File: config.mk
export PLATFORM = sky130hd
export DESIGN_NAME = mem_arb_ctrl
export DESIGN_NICKNAME = d
export VERILOG_FILES = /design/src/rtl/mem_ctrl_pkg.sv /design/src/rtl/rr_arbiter.sv /design/src/rtl/mem_arb_ctrl.sv
export SDC_FILE = /design/constraint.sdc
export NUM_CORES = 1
export LEC_CHECK = 0
export CAP_MARGIN = 10
export CORE_MARGIN = 2
export CORE_UTILIZATION = 40
export DETAILED_ROUTE_END_ITERATION = 12
export PLACE_DENSITY = 0.84
export SETUP_SLACK_MARGIN = 0.02
export SYNTH_ARGS = -nofsm -noshare
export SYNTH_HDL_FRONTEND = slang
export SYNTH_SLANG_ARGS = --single-unit
File: constraint.sdc
create_clock -name clk -period 2.7 [get_ports clk]
set_input_delay 0.81 -clock clk [delete_from_list [all_inputs] [get_ports clk]]
set_output_delay 0.81 -clock clk [all_outputs]
set_load 0.01 [all_outputs]
File: src/rtl/mem_ctrl_pkg.sv
// Shared types and helpers for the multi-channel memory arbiter/controller.
package mem_ctrl_pkg;

    typedef enum logic [1:0] {
        IDLE    = 2'd0,
        ISSUE   = 2'd1,
        RD_WAIT = 2'd2,
        RESP    = 2'd3
    } state_e;

    localparam int RESP_ERR_DATA = 0;

    // Channel index width; a single channel still needs one bit to hold index 0.
    function automatic int ch_w(input int n);
        return (n <= 1) ? 1 : $clog2(n);
    endfunction

endpackage

File: src/rtl/rr_arbiter.sv
// Round-robin arbiter: searches upward from the pointer with wrap, and moves
// the pointer past the winner only when the grant is actually accepted.
module rr_arbiter
    import mem_ctrl_pkg::*;
#(
    parameter int NUM_CH = 3,
    parameter int CH_W   = ch_w(NUM_CH)
) (
    input  logic              clk,
    input  logic              reset,
    input  logic [NUM_CH-1:0] req,
    input  logic              accept,
    output logic [NUM_CH-1:0] grant,
    output logic [CH_W-1:0]   grant_idx
);

    logic [CH_W-1:0] ptr;
    logic [CH_W-1:0] idx;
    logic            found;

    always_comb begin
        grant     = '0;
        grant_idx = '0;
        found     = 1'b0;
        idx       = ptr;
        for (int i = 0; i < NUM_CH; i++) begin
            if (!found && req[idx]) begin
                found      = 1'b1;
                grant[idx] = 1'b1;
                grant_idx  = idx;
            end
            idx = (idx == CH_W'(NUM_CH - 1)) ? '0 : idx + CH_W'(1);
        end
    end

    always_ff @(posedge clk) begin
        if (reset) begin
            ptr <= '0;
        end else if (accept) begin
            ptr <= (grant_idx == CH_W'(NUM_CH - 1)) ? '0 : grant_idx + CH_W'(1);
        end
    end

endmodule

File: src/rtl/mem_arb_ctrl.sv
// Multi-channel memory controller: round-robin accept, one single-beat DDR
// transaction at a time, per-channel one-hot response with read timeout.
module mem_arb_ctrl
    import mem_ctrl_pkg::*;
#(
    parameter int ADDR_WIDTH = 10,
    parameter int DATA_WIDTH = 32,
    parameter int NUM_CH     = 3,
    parameter int RD_TIMEOUT = 16
) (
    input  logic                           clk,
    input  logic                           reset,
    // Handshake: a request transfers on the rising edge where req_valid[i] and
    // req_ready[i] are both high; masters hold we/addr/wdata stable until then.
    input  logic [NUM_CH-1:0]              req_valid,
    output logic [NUM_CH-1:0]              req_ready,
    input  logic [NUM_CH-1:0]              req_we,
    input  logic [NUM_CH*ADDR_WIDTH-1:0]   req_addr,
    input  logic [NUM_CH*DATA_WIDTH-1:0]   req_wdata,
    output logic [NUM_CH-1:0]              rsp_valid,
    output logic                           rsp_err,
    output logic [DATA_WIDTH-1:0]          rsp_data,
    output logic                           ddr_wr_req,
    output logic                           ddr_rd_req,
    output logic [ADDR_WIDTH-1:0]          ddr_addr,
    output logic [DATA_WIDTH-1:0]          ddr_wr_data,
    input  logic [DATA_WIDTH-1:0]          ddr_rd_data,
    input  logic                           ddr_rd_valid
);

    localparam int CH_W  = ch_w(NUM_CH);
    localparam int CNT_W = $clog2(RD_TIMEOUT);

    state_e                state, state_nxt;
    logic [NUM_CH-1:0]     grant;
    logic [CH_W-1:0]       grant_idx;
    logic                  accept;
    logic                  timeout;

    logic                  sel_we;
    logic [ADDR_WIDTH-1:0] sel_addr;
    logic [DATA_WIDTH-1:0] sel_wdata;

    logic [CH_W-1:0]       ch_q;
    logic                  we_q;
    logic [ADDR_WIDTH-1:0] addr_q;
    logic [DATA_WIDTH-1:0] wdata_q;
    logic [CNT_W-1:0]      cnt_q;
    logic                  err_q;
    logic [DATA_WIDTH-1:0] rdata_q;

    rr_arbiter #(
        .NUM_CH (NUM_CH),
        .CH_W   (CH_W)
    ) u_arb (
        .clk       (clk),
        .reset     (reset),
        .req       (req_valid),
        .accept    (accept),
        .grant     (grant),
        .grant_idx (grant_idx)
    );

    // Ready is withheld during reset so nothing can transfer on a reset edge.
    assign req_ready = (state == IDLE && !reset) ? grant : '0;
    assign accept    = (state == IDLE) && !reset && (|grant);
    assign timeout   = (cnt_q == CNT_W'(RD_TIMEOUT - 1));

    always_comb begin
        sel_we    = 1'b0;
        sel_addr  = '0;
        sel_wdata = '0;
        for (int i = 0; i < NUM_CH; i++) begin
            if (grant[i]) begin
                sel_we    = req_we[i];
                sel_addr  = req_addr[i*ADDR_WIDTH +: ADDR_WIDTH];
                sel_wdata = req_wdata[i*DATA_WIDTH +: DATA_WIDTH];
            end
        end
    end

    always_comb begin
        state_nxt = state;
        case (state)
            IDLE:    if (accept) state_nxt = ISSUE;
            ISSUE:   state_nxt = we_q ? RESP : RD_WAIT;
            RD_WAIT: if (ddr_rd_valid || timeout) state_nxt = RESP;
            RESP:    state_nxt = IDLE;
            default: state_nxt = IDLE;
        endcase
    end

    always_ff @(posedge clk) begin
        if (reset) begin
            state   <= IDLE;
            ch_q    <= '0;
            we_q    <= 1'b0;
            addr_q  <= '0;
            wdata_q <= '0;
            cnt_q   <= '0;
            err_q   <= 1'b0;
            rdata_q <= '0;
        end else begin
            state <= state_nxt;
            case (state)
                IDLE: begin
                    if (accept) begin
                        ch_q    <= grant_idx;
                        we_q    <= sel_we;
                        addr_q  <= sel_addr;
                        wdata_q <= sel_wdata;
                        err_q   <= 1'b0;
                        rdata_q <= '0;
                    end
                end
                ISSUE: cnt_q <= '0;
                RD_WAIT: begin
                    // Data on the terminal-count cycle still counts as a good read.
                    if (ddr_rd_valid) begin
                        rdata_q <= ddr_rd_data;
                        err_q   <= 1'b0;
                    end else if (timeout) begin
                        rdata_q <= DATA_WIDTH'(RESP_ERR_DATA);
                        err_q   <= 1'b1;
                    end else begin
                        cnt_q <= cnt_q + CNT_W'(1);
                    end
                end
                default: ;
            endcase
        end
    end

    assign ddr_wr_req  = (state == ISSUE) && we_q;
    assign ddr_rd_req  = (state == ISSUE) && !we_q;
    assign ddr_addr    = (state == ISSUE) ? addr_q : '0;
    assign ddr_wr_data = (state == ISSUE) ? wdata_q : '0;

    assign rsp_valid = (state == RESP) ? (NUM_CH'(1) << ch_q) : '0;
    assign rsp_err   = (state == RESP) && err_q;
    assign rsp_data  = (state == RESP) ? rdata_q : '0;

endmodule

==> flow_summary.json <==
{
  "finalWorstPathRequiredPeriod_ns": 2.63,
  "vias_per_cell": 5.43,
  "cp.arrival_ns": 1.82,
  "cts.path.max_buffers": 2,
  "layout-drive-gt1-share": 0.0906,
  "tightest_slew_ns": 0.493,
  "finalSetupViolations": 0,
  "max_freq_ghz": 0.380,
  "finalNetCount": 930,
  "path_cells": "inv_2 > ha_4 > buf_12 > and2_1 > clkdlybuf4s50_1",
  "route.antenna.remaining_nets": 0,
  "slew_viol_final": 0,
  "syn_avg_cell_area_sq_um": 9.02,
  "postPlaceCellArea_sq_um": 7370,
  "dp_hpwl_microns": 10700,
  "critical_path.max_fanout": 12,
  "min_path_cells": 2,
  "netlist_area_sq_um": 4690,
  "numCtsBuffers": 9,
  "ys_seq_elements": 86,
  "antenna_found_initial": 1,
  "dr_total_vias": 4923,
  "track_usage": 0.228,
  "first_iter_violations": 288,
  "cts-hold-fix-buffers": 0,
  "dieArea_sq_um": 12600,
  "initial_core_util": 0.411,
  "path_clk_slew_ns": 0.06,
  "die_h_microns": 112,
  "yosysSeqAreaShare": 0.367,
  "ff2ff_path_depth": 8,
  "critPathRequiredTime_ns": 1.89,
  "cp_slowest_cell": "clkdlybuf4s50_1",
  "grt_max_degree": 45,
  "worst-setup-path-type": "flip-flop to output pin",
  "ctsRootBufferMaster": "clkbuf_16",
  "cts_tree": "done",
  "endpoint_kind": "output pin",
  "grt_overflow": 0,
  "grt_pass1_vias": 4879,
  "numPortBuffers": 249,
  "hold_path.class": "flip-flop to flip-flop",
  "max_stage_delay_ns": 0.54,
  "final-hold-violation-count": 0,
  "synthCells": 520,
  "die-width_microns": 112,
  "cts_sinks": 86,
  "cts_htree_levels": 3,
  "stdcell_area_sq_um": 7760,
  "power_leakage_nw": 3.41,
  "rsz0062_at_grt": "false",
  "coreArea_sq_um": 11400,
  "total_power_mw": 5.37,
  "wl_microns": 15000,
  "p_per_area_nw_per_um2": 692,
  "synth_ff_type": "dfxtp_1",
  "ys_types": 44,
  "insertion_delay_ns": 0.33,
  "io_pins": 250,
  "area_growth_pct": 65.5,
  "drc": 0,
  "gp_congestion": 0.804,
  "outcome": "complete, no violations",
  "yosys_warnings": 0,
  "irDropWorstVdd_v": 0.000496,
  "cp-start-kind": "flip-flop",
  "skew_ns": 0.0105,
  "num-fill-cells": 900,
  "maxSlewHeadroom": 0.671,
  "rows": 39,
  "firstDrtPassIters": 5,
  "synth_edf_count": 0,
  "hold-worst-slack_ns": 0.451,
  "async_flop_share": 0,
  "wl_per_cell_microns": 16.6,
  "syn_nets": 693,
  "grt_pass1_wl_microns": 23400,
  "cap_violations": 0,
  "min_period_over_period": 0.976
}
==> metal layers <==
| metal | up-vias | global-route usage | part of all wire |
|---|---|---|---|
| li1 | 2353 | - | - |
| met3 | 23 | 0.0556 | 0.074 |
| met4 | 0 | 0.0886 | 0.020 |
| met1 | 2327 | 0.254 | 0.39 |
| met2 | 220 | 0.416 | 0.52 |
| met5 | - | 0 | 0 |
==> power breakdown <==
part	internal (mW)	switching [mW]	total, mW
combinational	1.30	1.27	2.57
clock	0.628	0.508	1.14
sequential	1.52	0.147	1.66
==> worst max-delay path: cells and delay by family, from the launching register on <==
| family | cells | cell delay, ns |
|---|---|---|
| buffers and inverters | 3 | 0.79 |
| flip-flops | 1 | 0.34 |
| adder cells (fa/ha/maj) | 1 | 0.22 |
| AND/OR/NAND/NOR | 1 | 0.13 |
==> kinds of logic (layout without fill, tap and decap cells) <==
logic type | Yosys count | count (layout) | share of synthesized area
DFF | 86 | 86 | 0.367
muxes | 33 | 33 | 0.0715
and+or+nand+nor | 183 | 183 | 0.206
xor gates and xnor gates | 1 | 1 | 0.00187
other | 0 | 1 | 0
buffers and inverters | 57 | 299 | 0.0635
adders and majority gates | 6 | 6 | 0.0160
AOI/OAI and AO/OA | 154 | 154 | 0.274
==> flip-flops by register name (all words and copies together) (netlist names) <==
| signal | cells |
|---|---|
| addr_q | 10 |
| we_q | 1 |
| ch_q | 2 |
| state | 2 |
| cnt_q | 4 |
| rdata_q | 32 |
| u_arb.ptr | 2 |
| wdata_q | 32 |
| err_q | 1 |
==> synthesized netlist by cell type (3+ instances only) <==
| library cell | n | area [sq um] |
|---|---|---|
| a21oi_1 | 7 | 35.0 |
| a22o_1 | 43 | 377 |
| nand2b_1 | 3 | 18.8 |
| a22oi_1 | 39 | 293 |
| buf_6 | 8 | 90.1 |
| buf_2 | 13 | 65.1 |
| clkbuf_1 | 29 | 109 |
| dfxtp_1 | 86 | 1720 |
| mux2i_1 | 32 | 320 |
| nor2_1 | 6 | 22.5 |
| a22oi_2 | 5 | 62.6 |
| ha_1 | 6 | 75.1 |
| nand3_1 | 7 | 35.0 |
| inv_1 | 5 | 18.8 |
| and3_1 | 6 | 37.5 |
| o2bb2ai_1 | 43 | 377 |
| and2_1 | 76 | 475 |
| nand2_1 | 71 | 267 |
| nor2b_1 | 4 | 25.0 |
==> path summary, 6_finish.rpt <==
check                   start          end  slack, ns
setup / recovery     state[1]  ddr_addr[4]       0.07
hold / removal    rdata_q[12]  rdata_q[12]       0.45
setup reg to reg     state[0]  rdata_q[23]       0.84
hold reg to reg   rdata_q[12]  rdata_q[12]       0.45
==> area by class of cell <==
cell class	instances	area (sq um)	share of cell area
Clock buffer	10	229	0.0295
Clock inverter	6	46.3	0.00596
Timing Repair Buffer	278	2860	0.368
Multi-Input combinational cell	377	2710	0.349
Tap cell	143	179	0.0231
Sequential cell	86	1720	0.222
Inverter	5	18.8	0.00242
Antenna cell	1	2.50	0.000322
==> metrics by stage <==
stage	setup WS (ns)	util	std cells	TNS, ns
after CTS	0.0221	0.671	902	0
after global routing	0.0151	0.680	906	0
after detailed placement	-0.601	0.645	885	-1.60
after global placement	-0.562	0.645	885	-1.51
after floorplan	0.0348	-	520	0
final	0.0654	0.680	906	0
==> timing repair <==
| action | CTS | global route |
|---|---|---|
| pin swaps | 0 | 0 |
| buffers inserted | 0 | 1 |
| gates cloned | 1 | 2 |
| gates resized for setup | 39 | 24 |
| setup endpoints to repair | 48 | 57 |
==> layout by cell type, fill, tap and decap left out, types with 4 or more instances in the layout <==
master             n
inv_1              4
a22oi_2            5
clkdlybuf4s50_1  204
clkbuf_16         11
buf_4             19
dfxtp_1           84
mux2i_1           32
buf_12             7
and3_1             6
dlymetal6s2s_1    19
and2_1            76
nor2b_1            4
a22oi_1           39
ha_1               4
a22o_1            43
nand2_1           71
nand3_1            7
a21oi_1            7
o2bb2ai_1         43
dlygate4sd2_1     21
nor2_1             5
No activity file was read; power rests on OpenSTA's default activity.
